**config.mk**
```make
export PLATFORM = sky130hd
export DESIGN_NAME = gnr_node_multi_flat
export DESIGN_NICKNAME = d
export VERILOG_FILES = /design/src/rtl/gnr_node_pkg.sv /design/src/rtl/gnr_node_multi_if.sv /design/src/rtl/gnr_node_ch.sv /design/src/rtl/gnr_node_multi.sv /design/src/flat_wrapper.sv
export SDC_FILE = /design/constraint.sdc
export NUM_CORES = 1
export LEC_CHECK = 0
export BUFFER_PORTS_ARGS = -buffer_cell sky130_fd_sc_hd__buf_2
export CAP_MARGIN = 10
export CORE_ASPECT_RATIO = 1.4
export CORE_UTILIZATION = 52
export DETAILED_ROUTE_END_ITERATION = 16
export PLACE_DENSITY = 0.79
export SLEW_MARGIN = 20
export SYNTH_ARGS = -nofsm -noshare
export SYNTH_HDL_FRONTEND = slang
export SYNTH_HIERARCHICAL = 1
export SYNTH_SLANG_ARGS = --single-unit
```
**constraint.sdc**
```tcl
create_clock -name clk -period 2.9 [get_ports clk]
set_input_delay 0.29 -clock clk [delete_from_list [all_inputs] [get_ports clk]]
set_output_delay 0.29 -clock clk [all_outputs]
set_load 0.01 [all_outputs]
```
**src/rtl/gnr_node_pkg.sv**
```systemverilog
// Shared constants and helpers for the gene-regulatory-network node.
// LUT lookup, default truth tables and stable-counter width derivation.
package gnr_node_pkg;

  localparam int MAX_K = 8;

  localparam logic [3:0] GNR_LUT_OR2  = 4'b1110;
  localparam logic [3:0] GNR_LUT_AND2 = 4'b1000;
  localparam logic [3:0] GNR_LUT_XOR2 = 4'b0110;

  function automatic int sc_width(input int stable_n);
    return $clog2(stable_n + 1);
  endfunction

  // Callers zero-extend their table and index to the maximum size.
  function automatic logic lut_lookup(input logic [2**MAX_K-1:0] lut,
                                      input logic [MAX_K-1:0]    idx);
    return lut[idx];
  endfunction

endpackage

```
**src/rtl/gnr_node_multi_if.sv**
```systemverilog
// Control, regulator and status bundle of the multi-channel Boolean-network node.
// The master side drives stimulus and configuration; the slave side is the node.
interface gnr_node_multi_if #(
  parameter int N_CH  = 2,
  parameter int K     = 2,
  parameter int DIV_W = 4,
  parameter int CNT_W = 8
);
  logic                    reset_nos;
  logic                    init_state;
  logic [N_CH-1:0]         start;
  logic [N_CH*K-1:0]       reg_in;
  logic [N_CH*DIV_W-1:0]   cfg_div;
  logic                    lut_wr;
  logic [2**K-1:0]         lut_data;
  logic [N_CH-1:0]         s;
  logic [N_CH-1:0]         upd;
  logic [N_CH-1:0]         stable;
  logic [N_CH*CNT_W-1:0]   trans_cnt;

  modport master (
    output reset_nos, init_state, start, reg_in, cfg_div, lut_wr, lut_data,
    input  s, upd, stable, trans_cnt
  );

  modport slave (
    input  reset_nos, init_state, start, reg_in, cfg_div, lut_wr, lut_data,
    output s, upd, stable, trans_cnt
  );
endinterface

```
**src/rtl/gnr_node_ch.sv**
```systemverilog
// One state channel: phase divider, LUT evaluation, stable detection and
// (with GNR_NODE_TRANS_CNT_EN) a saturating transition counter.
module gnr_node_ch
  import gnr_node_pkg::*;
#(
  parameter int K        = 2,
  parameter int DIV_W    = 4,
  parameter int STABLE_N = 4,
  parameter int CNT_W    = 8
) (
  input  logic             clk,
  input  logic             rst,
  input  logic             reset_nos,
  input  logic             init_state,
  input  logic             start,
  input  logic [K-1:0]     reg_sel,
  input  logic [DIV_W-1:0] cfg_div,
  input  logic [2**K-1:0]  lut,
  output logic             s,
  output logic             upd,
  output logic             stable,
  output logic [CNT_W-1:0] trans_cnt
);

  localparam int SC_W = sc_width(STABLE_N);
  localparam logic [SC_W-1:0] SC_MAX = SC_W'(STABLE_N);

  logic [DIV_W-1:0]   ph;
  logic [DIV_W-1:0]   div_m1;
  logic [SC_W-1:0]    sc;
  logic [SC_W-1:0]    sc_nxt;
  logic               eval;
  logic               lut_val;
  logic [2**MAX_K-1:0] lut_ext;
  logic [MAX_K-1:0]   idx_ext;

  // A divider of 0 behaves like 1 (evaluate on every start).
  always_comb begin
    div_m1 = '0;
    if (cfg_div != '0) div_m1 = cfg_div - DIV_W'(1);
    eval = start && (ph >= div_m1);
  end

  always_comb begin
    lut_ext = '0;
    idx_ext = '0;
    lut_ext[2**K-1:0] = lut;
    idx_ext[K-1:0]    = reg_sel;
    lut_val = lut_lookup(lut_ext, idx_ext);
  end

  always_comb begin
    sc_nxt = '0;
    if (lut_val == s) sc_nxt = (sc == SC_MAX) ? sc : sc + SC_W'(1);
  end

  always_ff @(posedge clk) begin
    if (rst) begin
      s      <= 1'b0;
      upd    <= 1'b0;
      stable <= 1'b0;
      ph     <= '0;
      sc     <= '0;
    end else begin
      upd <= 1'b0;
      if (reset_nos) begin
        s      <= init_state;
        ph     <= div_m1;
        sc     <= '0;
        stable <= 1'b0;
      end else if (eval) begin
        s      <= lut_val;
        ph     <= '0;
        upd    <= 1'b1;
        sc     <= sc_nxt;
        stable <= (sc_nxt == SC_MAX);
      end else if (start) begin
        ph <= ph + DIV_W'(1);
      end
    end
  end

`ifdef GNR_NODE_TRANS_CNT_EN
  logic [CNT_W-1:0] tc;

  // Survives reset_nos on purpose; only the global reset clears it.
  always_ff @(posedge clk) begin
    if (rst) begin
      tc <= '0;
    end else if (!reset_nos && eval && (lut_val != s) && (tc != '1)) begin
      tc <= tc + CNT_W'(1);
    end
  end

  assign trans_cnt = tc;
`else
  assign trans_cnt = '0;
`endif

endmodule

```
**src/rtl/gnr_node_multi.sv**
```systemverilog
// Multi-channel Boolean-network node: N_CH independent channels sharing one
// runtime-loadable truth table. Optional GNR_NODE_TRANS_CNT_EN adds transition counters.
module gnr_node_multi
  import gnr_node_pkg::*;
#(
  parameter int              N_CH     = 2,
  parameter int              K        = 2,
  parameter logic [2**K-1:0] LUT_INIT = GNR_LUT_OR2,
  parameter int              DIV_W    = 4,
  parameter int              STABLE_N = 4,
  parameter int              CNT_W    = 8
) (
  input logic            clk,
  input logic            rst,
  gnr_node_multi_if.slave bus
);

  logic [2**K-1:0]       lut;
  logic [N_CH-1:0]       s_w;
  logic [N_CH-1:0]       upd_w;
  logic [N_CH-1:0]       stable_w;
  logic [N_CH*CNT_W-1:0] cnt_w;

  // A write lands at the edge, so an evaluation in the same cycle sees the old table.
  always_ff @(posedge clk) begin
    if (rst)             lut <= LUT_INIT;
    else if (bus.lut_wr) lut <= bus.lut_data;
  end

  for (genvar c = 0; c < N_CH; c++) begin : g_ch
    gnr_node_ch #(
      .K        (K),
      .DIV_W    (DIV_W),
      .STABLE_N (STABLE_N),
      .CNT_W    (CNT_W)
    ) u_ch (
      .clk        (clk),
      .rst        (rst),
      .reset_nos  (bus.reset_nos),
      .init_state (bus.init_state),
      .start      (bus.start[c]),
      .reg_sel    (bus.reg_in[c*K +: K]),
      .cfg_div    (bus.cfg_div[c*DIV_W +: DIV_W]),
      .lut        (lut),
      .s          (s_w[c]),
      .upd        (upd_w[c]),
      .stable     (stable_w[c]),
      .trans_cnt  (cnt_w[c*CNT_W +: CNT_W])
    );
  end

  assign bus.s         = s_w;
  assign bus.upd       = upd_w;
  assign bus.stable    = stable_w;
  assign bus.trans_cnt = cnt_w;

endmodule
```
**src/flat_wrapper.sv**
```systemverilog
// flat-port wrapper written by rule: the top's interface ports become plain ports
module gnr_node_multi_flat import gnr_node_pkg::*;
#(
  parameter int              N_CH     = 2,
  parameter int              K        = 2,
  parameter logic [2**K-1:0] LUT_INIT = GNR_LUT_OR2,
  parameter int              DIV_W    = 4,
  parameter int              STABLE_N = 4,
  parameter int              CNT_W    = 8
)
  (clk, rst, bus_reset_nos, bus_init_state, bus_start, bus_reg_in, bus_cfg_div, bus_lut_wr, bus_lut_data, bus_s, bus_upd, bus_stable, bus_trans_cnt);
  gnr_node_multi_if #(.N_CH(N_CH), .K(K), .DIV_W(DIV_W), .CNT_W(CNT_W)) bus_i ();
  input logic clk;
  input logic rst;
  input wire logic [$bits(bus_i.reset_nos)-1:0] bus_reset_nos;
  input wire logic [$bits(bus_i.init_state)-1:0] bus_init_state;
  input wire logic [$bits(bus_i.start)-1:0] bus_start;
  input wire logic [$bits(bus_i.reg_in)-1:0] bus_reg_in;
  input wire logic [$bits(bus_i.cfg_div)-1:0] bus_cfg_div;
  input wire logic [$bits(bus_i.lut_wr)-1:0] bus_lut_wr;
  input wire logic [$bits(bus_i.lut_data)-1:0] bus_lut_data;
  output wire logic [$bits(bus_i.s)-1:0] bus_s;
  output wire logic [$bits(bus_i.upd)-1:0] bus_upd;
  output wire logic [$bits(bus_i.stable)-1:0] bus_stable;
  output wire logic [$bits(bus_i.trans_cnt)-1:0] bus_trans_cnt;
  assign bus_i.reset_nos = bus_reset_nos;
  assign bus_i.init_state = bus_init_state;
  assign bus_i.start = bus_start;
  assign bus_i.reg_in = bus_reg_in;
  assign bus_i.cfg_div = bus_cfg_div;
  assign bus_i.lut_wr = bus_lut_wr;
  assign bus_i.lut_data = bus_lut_data;
  assign bus_s = bus_i.s;
  assign bus_upd = bus_i.upd;
  assign bus_stable = bus_i.stable;
  assign bus_trans_cnt = bus_i.trans_cnt;
  gnr_node_multi #(.N_CH(N_CH), .K(K), .LUT_INIT(LUT_INIT), .DIV_W(DIV_W), .STABLE_N(STABLE_N), .CNT_W(CNT_W)) u_core (.clk(clk), .rst(rst), .bus(bus_i));
endmodule
```
==> summary.md <==
| Metric | Value |
|---|---|
| Fillers | 262 |
| Multi-input gate area | 1030 µm² |
| # diodes | 0 |
| Internal | 603 µW |
| Mapped Cells | 198 |
| I/O pin count | 45 |
| Post-Syn Area | 1650 µm² |
| Leading area contributor after synthesis | dfxtp_1 |
| CP cell instances | buf_2 > or2_2 > nor2_1 > a21oi_1 > ha_1 > a2111oi_1 > or3_1 > or4b_1 > a21boi_1 |
| Placed cells | 259 |
| Core Rows | 23 |
| Final ANT Viol Nets | 0 |
| Die Area | 3410 µm² |
| Die X-Extent | 49.6 µm |
| Switching Share | 0.267 |
| Layout cell share with drive strength beyond 1 | 0.177 |
| Worst Setup EP | u_core/g_ch[0].u_ch/sc[0]$_SDFFE_PP0P_ |
| Final cell count without fillers | 263 |
| Register area share after synthesis | 0.291 |
| Die height | 68.7 µm |
| Post-CTS Setup Bufs | 0 |
| Top cells by area, synth | dfxtp_1 (29%), ha_1 (11%), buf_4 (7.3%) |
| Gpl congestion | 0.797 |
| RSZ-0062 raised after global routing | no |
| Initial Utilization | 0.562 |
| PD cells | 450 nW/µm² |
| Area after DPL | 1760 µm² |
| Nets | 264 |
| Design area | 1830 µm² |
| Main synth FF type | dfxtp_1 |
| Post-synth EDFFs | 0 |
| Crit start category | input port |
| Top-area cell type share of the netlist area | 0.291 |
| Reg2reg setup slack | 0.72 ns |
| Total GRT Usage | 0.193 |
| Remaining DRCs | 0 |
| FF+latch count, synth | 24 |
| Post-CTS Resized | 0 |
| WS Path Type | in -> reg |
| Worst min-delay path class | in -> reg |
| Via count | 1405 |
| TritonCTS Buffers | 3 |
| P_leak | 0.000808 µW |
| RR Endpoint | u_core/g_ch[0].u_ch/sc[0]$_SDFFE_PP0P_ |
| Comb power frac | 0.206 |
| Average routed wire per standard cell | 11.4 µm |
| Vias in the first global route | 1255 |
| Commonest cells in the netlist | dfxtp_1 (24), nor2_1 (21), buf_4 (16), inv_1 (16) |
| Period utilisation layout | 0.773 |
| Final-report max-slew violation count | 0 |
| Top-count cell post-synth | dfxtp_1 |
| Placeable core area | 2940 µm² |
| Final Skew | 0.00154 ns |
| Hold buffer count at CTS | 0 |
| Worst-path fanout max | 10 |
| Max-cap violations | 0 |
| Final setup TNS | 0 ns |
| CTS tree | built |
| NetSw | 220 µW |
| Req. time, crit path | 3.11 ns |
| Max Clk Rate | 446 MHz |
| Global-route wire length before repair | 5.10 mm |
| Dpl hpwl | 2.33 mm |
| Sequential cell area | 480 µm² |
| Detailed Route Iter0 Violations | 33 |
| Synth Area in Adders | 0.106 |
| Largest net degree at the start of global routing | 19 |
| Pwr Total | 823 µW |
| Clock Path Buffers | 2 |
| Worst path max stage delay | 0.54 ns |
| CP arrival | 2.45 ns |
| Status | finished, final reports clean |
| FFs w/ async S/R, synth | 0 |
| Area Overhead vs Synth | 10.9% |
| CTS H-tree lvls | 1 |
| Drt pass-1 iters | 4 |
| Ys Warns | 6 |
| Fin worst setup slack | 0.658 ns |
| Clock transition at path regs | 0.08 ns |
| Post-synthesis xor/xnor area fraction | 0.0318 |
| Final setup vio count | 0 |
| Distinct cell type count after synthesis | 36 |
| Avg Cell Area, Syn | 8.34 µm² |
| Via density | 5.34 |
| Cell at the slowest stage of the critical path | or4b_1 |
| Clock power frac | 0.356 |
| Initial antenna violation count | 0 |
| Max IR drop VDD | 0.000268 V |
| Minimum clock period | 2.24 ns |
| Compound-gate portion of the synthesized area | 0.198 |
| Worst Setup SP | bus_cfg_div[1] |
| IO buf count | 28 |
| Final hold violation count | 0 |
| Total Routed Length | 3.00 mm |
| Total gr overflow | 0 |
| Mux cell area share after synthesis | 0.0455 |
| Largest family of logic cells by synthesized area | simple AND/OR/NAND/NOR gates |
| CTS Sinks | 24 |
| Worst skew pair latency | 0.27 ns |
| Cells on worst reg2reg path | 7 |
| Pre-CTS setup slack | 0.392 ns |
| Worst setup EP type | flip-flop |
| Post-synthesis simple-gate area fraction | 0.208 |
| Reg2reg start | u_core/g_ch[0].u_ch/ph[0]$_SDFFE_PP0P_ |
| Sequential Power Share | 0.438 |
| Root buffer cell | clkbuf_8 |
-- state kept, by name, summed over array words and instances, names as in the netlist --
signal / cells
u_core/lut: 4
u_core/g_ch.u_ch/sc: 6
u_core/g_ch.u_ch/s: 2
u_core/g_ch.u_ch/stable: 2
u_core/g_ch.u_ch/upd: 2
u_core/g_ch.u_ch/ph: 8
-- layout make-up --
class | instances | area share
Clock inverter | 1 | 0.0164
Timing Repair Buffer | 28 | 0.0766
Clock buffer | 3 | 0.0226
Tap cell | 37 | 0.0253
Inverter | 16 | 0.0328
Sequential cell | 24 | 0.262
Multi-Input combinational cell | 154 | 0.564
-- cells in the final DEF, fill, tap and decap left out, types with 2 or more instances in the layout --
| cell type | count |
|---|---|
| mux2i_1 | 3 |
| o21bai_1 | 2 |
| xnor2_1 | 2 |
| mux4_2 | 2 |
| o21a_1 | 6 |
| nand2_1 | 6 |
| nor4b_1 | 2 |
| dfxtp_1 | 24 |
| o22ai_1 | 4 |
| buf_2 | 28 |
| a31oi_1 | 2 |
| or2_2 | 3 |
| a2111oi_1 | 2 |
| or4_1 | 2 |
| a21oi_1 | 10 |
| nor2_1 | 21 |
| nand3_1 | 14 |
| xor2_1 | 4 |
| inv_1 | 16 |
| a21boi_1 | 4 |
| conb_1 | 16 |
| a211o_1 | 3 |
| or3_1 | 2 |
| o221a_2 | 2 |
| o31ai_1 | 4 |
| o21ai_0 | 4 |
| nor3_1 | 4 |
| nor2b_1 | 3 |
| ha_1 | 14 |
| nand2b_1 | 4 |
| clkbuf_8 | 3 |
| a211oi_1 | 4 |
| or4b_1 | 2 |
-- critical path, delay by kind of cell --
family	cells	cell delay (ns)
AND/OR/NAND/NOR	4	1.46
buffers and inverters	1	0.12
AO/OA/AOI/OAI	3	0.29
adder cells (fa/ha/maj)	1	0.28
-- how the worst min path moves through the flow --
| stage | slack, ns | cells past startpoint | end | startpoint |
|---|---|---|---|---|
| 2_1_floorplan | 0.36 | 1 | u_core/lut[0]$_SDFFE_PP0P_ | rst |
| 3_3_place_gp | 0.44 | 2 | u_core/g_ch[1].u_ch/stable$_SDFFE_PP0P_ | u_core/g_ch[1].u_ch/stable$_SDFFE_PP0P_ |
| 3_5_place_dp | 0.45 | 2 | u_core/g_ch[1].u_ch/stable$_SDFFE_PP0P_ | u_core/g_ch[1].u_ch/stable$_SDFFE_PP0P_ |
| 4_1_cts | 0.21 | 2 | u_core/lut[2]$_SDFFE_PP1P_ | bus_lut_data[2] |
| 5_1_grt | 0.21 | 2 | u_core/lut[2]$_SDFFE_PP1P_ | bus_lut_data[2] |
| 6_report | 0.22 | 2 | u_core/lut[1]$_SDFFE_PP1P_ | bus_lut_data[1] |
-- per-layer routing --
layer  GRT usage  share of wire
met1       0.223           0.45
met5           0              0
met4      0.0750         0.0097
met3      0.0197          0.041
met2       0.363           0.49
-- power groups by stage --
stage | sequential [µW] | combinational (µW) | clock (µW)
2_1_floorplan | 366 | 133 | 0
3_3_place_gp | 368 | 165 | 0
3_5_place_dp | 368 | 167 | 0
4_1_cts | 360 | 169 | 302
5_1_grt | 364 | 191 | 317
6_report | 361 | 170 | 293
-- through the flow --
step	util	hold WS (ns)
2_1_floorplan	-	0.362
3_5_place_dp	0.599	0.446
3_3_place_gp	0.599	0.443
4_1_cts	0.624	0.215
5_1_grt	0.624	0.209
6_report	0.624	0.220
-- cells by family (layout without fill, tap and decap cells) --
| family | after synthesis | count (layout) |
|---|---|---|
| adders and majority gates | 14 | 14 |
| AOI/OAI and AO/OA | 47 | 47 |
| buffers and inverters | 34 | 48 |
| muxes | 5 | 5 |
| and+or+nand+nor | 66 | 66 |
| DFF | 24 | 24 |
| xor gates and xnor gates | 6 | 6 |
| other | 2 | 16 |
Note: power is estimated with default switching activity, not from simulation.
